--- src/rtl/reg_file_pkg.sv ---
// reg_file_pkg: shared constants, types and helpers for the reg_file_8x8 register bank.
//   RF_WIDTH / RF_DEPTH : default register width and register count
//   sel_width()         : index width for a given depth (never narrower than 1 bit)
//   rf_data_t / rf_sel_t: data word and register-index types for the default geometry
package reg_file_pkg;

    localparam int unsigned RF_WIDTH = 8;
    localparam int unsigned RF_DEPTH = 8;

    function automatic int unsigned sel_width(input int unsigned depth);
        return (depth < 2) ? 1 : $clog2(depth);
    endfunction

    localparam int unsigned RF_SEL_W = sel_width(RF_DEPTH);

    typedef logic [RF_WIDTH-1:0] rf_data_t;
    typedef logic [RF_SEL_W-1:0] rf_sel_t;

endpackage

--- src/rtl/reg_cell.sv ---
// reg_cell: one WIDTH-bit storage register with asynchronous active-high clear and load enable.
//   clk    : rising-edge clock
//   clr    : asynchronous clear, active high; dominates any load
//   i_load : load i_d on the next rising clk edge
//   i_d    : data to load
//   o_q    : current register contents
module reg_cell
    import reg_file_pkg::*;
#(
    parameter int unsigned WIDTH = RF_WIDTH
) (
    input  logic             clk,
    input  logic             clr,
    input  logic             i_load,
    input  logic [WIDTH-1:0] i_d,
    output logic [WIDTH-1:0] o_q
);

    logic [WIDTH-1:0] r_q;

    always_ff @(posedge clk or posedge clr) begin
        if (clr) begin
            r_q <= '0;
        end else if (i_load) begin
            r_q <= i_d;
        end
    end

    assign o_q = r_q;

endmodule

--- src/rtl/reg_file_8x8.sv ---
// reg_file_8x8: DEPTH x WIDTH datapath register bank, one synchronous write port and one
// combinational read port, with an asynchronous active-high clear of every register.
//   clk  : rising-edge clock
//   clr  : asynchronous clear, active high; zeroes all registers and blocks writes
//   en   : write enable, sampled on rising clk
//   d    : write data
//   wsel : write register index
//   rsel : read register index
//   q    : read data, regs[rsel], zero-cycle latency
// Build option: define REGFILE_WRITE_BYPASS_EN to forward d onto q when a write targets the
// register being read (write-through). Without it reads are read-before-write.
module reg_file_8x8
    import reg_file_pkg::*;
#(
    parameter int unsigned WIDTH = RF_WIDTH,
    parameter int unsigned DEPTH = RF_DEPTH,
    parameter int unsigned SEL_W = sel_width(DEPTH)
) (
    input  logic             clk,
    input  logic             clr,
    input  logic             en,
    input  logic [WIDTH-1:0] d,
    input  logic [SEL_W-1:0] wsel,
    input  logic [SEL_W-1:0] rsel,
    output logic [WIDTH-1:0] q
);

    logic [DEPTH-1:0] w_load;
    logic [WIDTH-1:0] w_regs [DEPTH];
    logic [WIDTH-1:0] w_rd;

    for (genvar i = 0; i < DEPTH; i++) begin : g_cell
        // Write decoder: exactly one cell sees a load when en is high.
        assign w_load[i] = en & (wsel == SEL_W'(i));

        reg_cell #(
            .WIDTH (WIDTH)
        ) u_cell (
            .clk    (clk),
            .clr    (clr),
            .i_load (w_load[i]),
            .i_d    (d),
            .o_q    (w_regs[i])
        );
    end

    assign w_rd = w_regs[rsel];

    always_comb begin
        q = w_rd;
`ifdef REGFILE_WRITE_BYPASS_EN
        if (en && (wsel == rsel)) begin
            q = d;
        end
`endif
        // Cells are already zero under clr; this keeps the forwarding path from leaking d.
        if (clr) begin
            q = '0;
        end
    end

endmodule

--- config.mk ---
export PLATFORM = sky130hd
export DESIGN_NAME = reg_file_8x8
export DESIGN_NICKNAME = d
export VERILOG_FILES = /design/src/rtl/reg_file_pkg.sv /design/src/rtl/reg_cell.sv /design/src/rtl/reg_file_8x8.sv
export SDC_FILE = /design/constraint.sdc
export NUM_CORES = 1
export LEC_CHECK = 0
export ABC_AREA = 1
export BUFFER_PORTS_ARGS = -buffer_cell sky130_fd_sc_hd__buf_2
export CAP_MARGIN = 10
export CORE_ASPECT_RATIO = 0.9
export CORE_MARGIN = 2
export CORE_UTILIZATION = 45
export CTS_CLUSTER_DIAMETER = 40
export DETAILED_ROUTE_END_ITERATION = 16
export SYNTH_ARGS = -nofsm -noshare
export SYNTH_HDL_FRONTEND = slang
export SYNTH_SLANG_ARGS = --single-unit
export TNS_END_PERCENT = 20
--- constraint.sdc ---
create_clock -name clk -period 9.3 [get_ports clk]
set_input_delay 2.325 -clock clk [delete_from_list [all_inputs] [get_ports clk]]
set_output_delay 2.325 -clock clk [all_outputs]
set_load 0.03 [all_outputs]
==> reports/metrics.cfg <==
[run_status]
status=finished clean

[layout]
fill_cells=708
nets=474
syn_to_final_growth_pct=9.10
final_cell_mix=nand2_1 (151), inv_1 (78), dfrtp_1 (64), o21ai_0 (58), nand3_1 (41)
final_area_um2=3510
layout_commonest_cell=nand2_1
drive_gt1_share_pct=9.52
insertedDiodeCount=0
largest_reg_flops=64

[setup_path]
ff2ff_setup_slack_ps=8590
crit_path_end_kind=output port
path_delay_family=buffers and inverters
path_buf_inv=3
max_stage_delay_ps=620
cpMaxStageDelayCell=inv_1
worstPathMaxFanout=33
arrival_ps=4240
worstSetupEndpoint=q[3]
r2r_end=g_cell[1].u_cell.o_q[1]
path_depth=8
critPathRequiredTime_ps=6980
ff2ff_path_depth=2
reg2reg_from=g_cell[1].u_cell.o_q[1]
critPathKind=primary input to output port
crit_path_start=rsel[0]
worst_setup_path_start_kind=primary input
path_cells=buf_2 -> inv_1 -> nand2_1 -> nand3_1 -> nand3_1 -> nand2_1 -> nor2_1 -> buf_2

[sta]
skew_ps=0
setup_viol=0
hold_viol_final=0
drv_slew=0
worstMarginPinSlew_ps=988
fin_crit_ps=6570
relSlewSlack_pct=34.0
fin_tns_setup_ps=0
fin_crit_sh_pct=70.6
rsz0062_at_grt=false
fmax_mhz=152

[hold_path]
hp-start=g_cell[6].u_cell.o_q[2]
hold_path_class=flip-flop to flip-flop

[grt]
grt_pass1_wl_um=12900
grt_overflow=0
first_global_vias=2586
antenna_found_initial=0
grt.total_usage_pct=21.4
grt_max_degree=44

[place]
io_buffers=24
hpwlAfterDp_um=4710
place.gp.congestion=0.796
placed_area_um2=3340

[cts]
cts_root_buffer=clkbuf_8
cts_buffers=9
clk_pin_slew_ps=70
cts_tree=built
cts_setup_buffers=0
cts_sinks=64
cts_hold_buffers=0
htree_levels=3
cts_buffer_depth=2
cts_resized=0
clock_latency_ps=340

[route]
routed_wl_um=7370
wire_per_inst_um=13.3
drt-pass1-iter-count=4
drt_iter0_markers=107
vias=2621
ant_nets=0
avgViaCountPerCell=4.72
remaining_drc_errors=0

[die]
pin_count=25
coreArea_um2=7000
die_area_um2=7840
dieWidth_um=93.1
num_rows=29
dieHeight_um=84.2
start_util_pct=45.9

[synthesis]
yosysSeqAreaShare_pct=49.8
synthDistinctLibCells=14
ys_ff_latch=64
synth_area_um2=3220
synth_fp_nets=457
synthCells=440
synth_warnings=0
syn_area_per_cell_um2=7.31

[power_and_ir_drop]
ir_drop_mv=0.0878
power.leakage_nw=1.91
powerDensity_nw_per_um2=201

[run]
cap_violations=0

worst min-delay path: stages, from the launching register on:
cell and delay [ps]:
dfrtp_1 350, nand2_1 50, o21ai_0 60
report_power, final:
| group | internal, mW | switching (mW) |
|---|---|---|
| Combinational | 0.0488 | 0.0859 |
| Clock | 0.103 | 0.110 |
| Sequential | 0.331 | 0.0258 |
stage by stage:
stage	power [mW]	hold slack (ps)	cells	worst slack, ps	util (%)
finish	0.704	486	555	2730	50.1
global route	0.755	506	555	2490	50.1
CTS	0.711	490	555	2750	50.1
detailed placement	0.497	473	539	2760	47.6
global placement	0.493	467	539	2810	47.6
floorplan	0.463	453	440	2620	-
worst min path at each step:
stage	endpoint	slack [ps]	cells after the start
floorplan	g_cell[0].u_cell.o_q[0]	450	2
global placement	g_cell[2].u_cell.o_q[5]	470	2
detailed placement	g_cell[6].u_cell.o_q[2]	470	2
CTS	g_cell[6].u_cell.o_q[2]	490	2
global route	g_cell[1].u_cell.o_q[7]	510	2
finish	g_cell[6].u_cell.o_q[2]	490	2
Yosys cell counts:
library cell  count  area [um^2]
nand2_1         151          567
inv_1            78          293
dfrtp_1          64         1600
o21ai_0          58          290
nand3_1          41          205
nor2_1           19         71.3
buf_2             7         35.0
o21ai_1           6         30.0
buf_6             5         56.3
clkbuf_1          5         18.8
buf_4             3         22.5
clkinv_1          1         3.75
nor2_2            1         6.26
nor3_4            1         16.3
routing by layer:
metal	vias to the layer above	share of wire (%)	track usage, %
met3	8	5.5	5.30
met2	49	45	32.9
li1	1367	-	-
met4	0	1.8	10.3
met5	-	0	0
met1	1197	48	28.5
cells by family (layout without fill, tap and decap cells):
logic type	after synthesis	in the layout	share of synthesized area [%]
AOI/OAI and AO/OA	64	64	9.96
buffers and inverters	99	121	13.3
and+or+nand+nor	213	213	26.9
DFF	64	64	49.8
cell type report:
type | instances | area (um^2) | area share, %
sequential | 64 | 1600 | 45.6
multi-input combinational | 277 | 1190 | 33.8
inverter | 79 | 297 | 8.45
clock buffer | 11 | 141 | 4.03
timing repair buffer | 26 | 135 | 3.85
tap | 93 | 116 | 3.32
clock inverter | 5 | 32.5 | 0.927
Power figures use the tool's default switching activity.
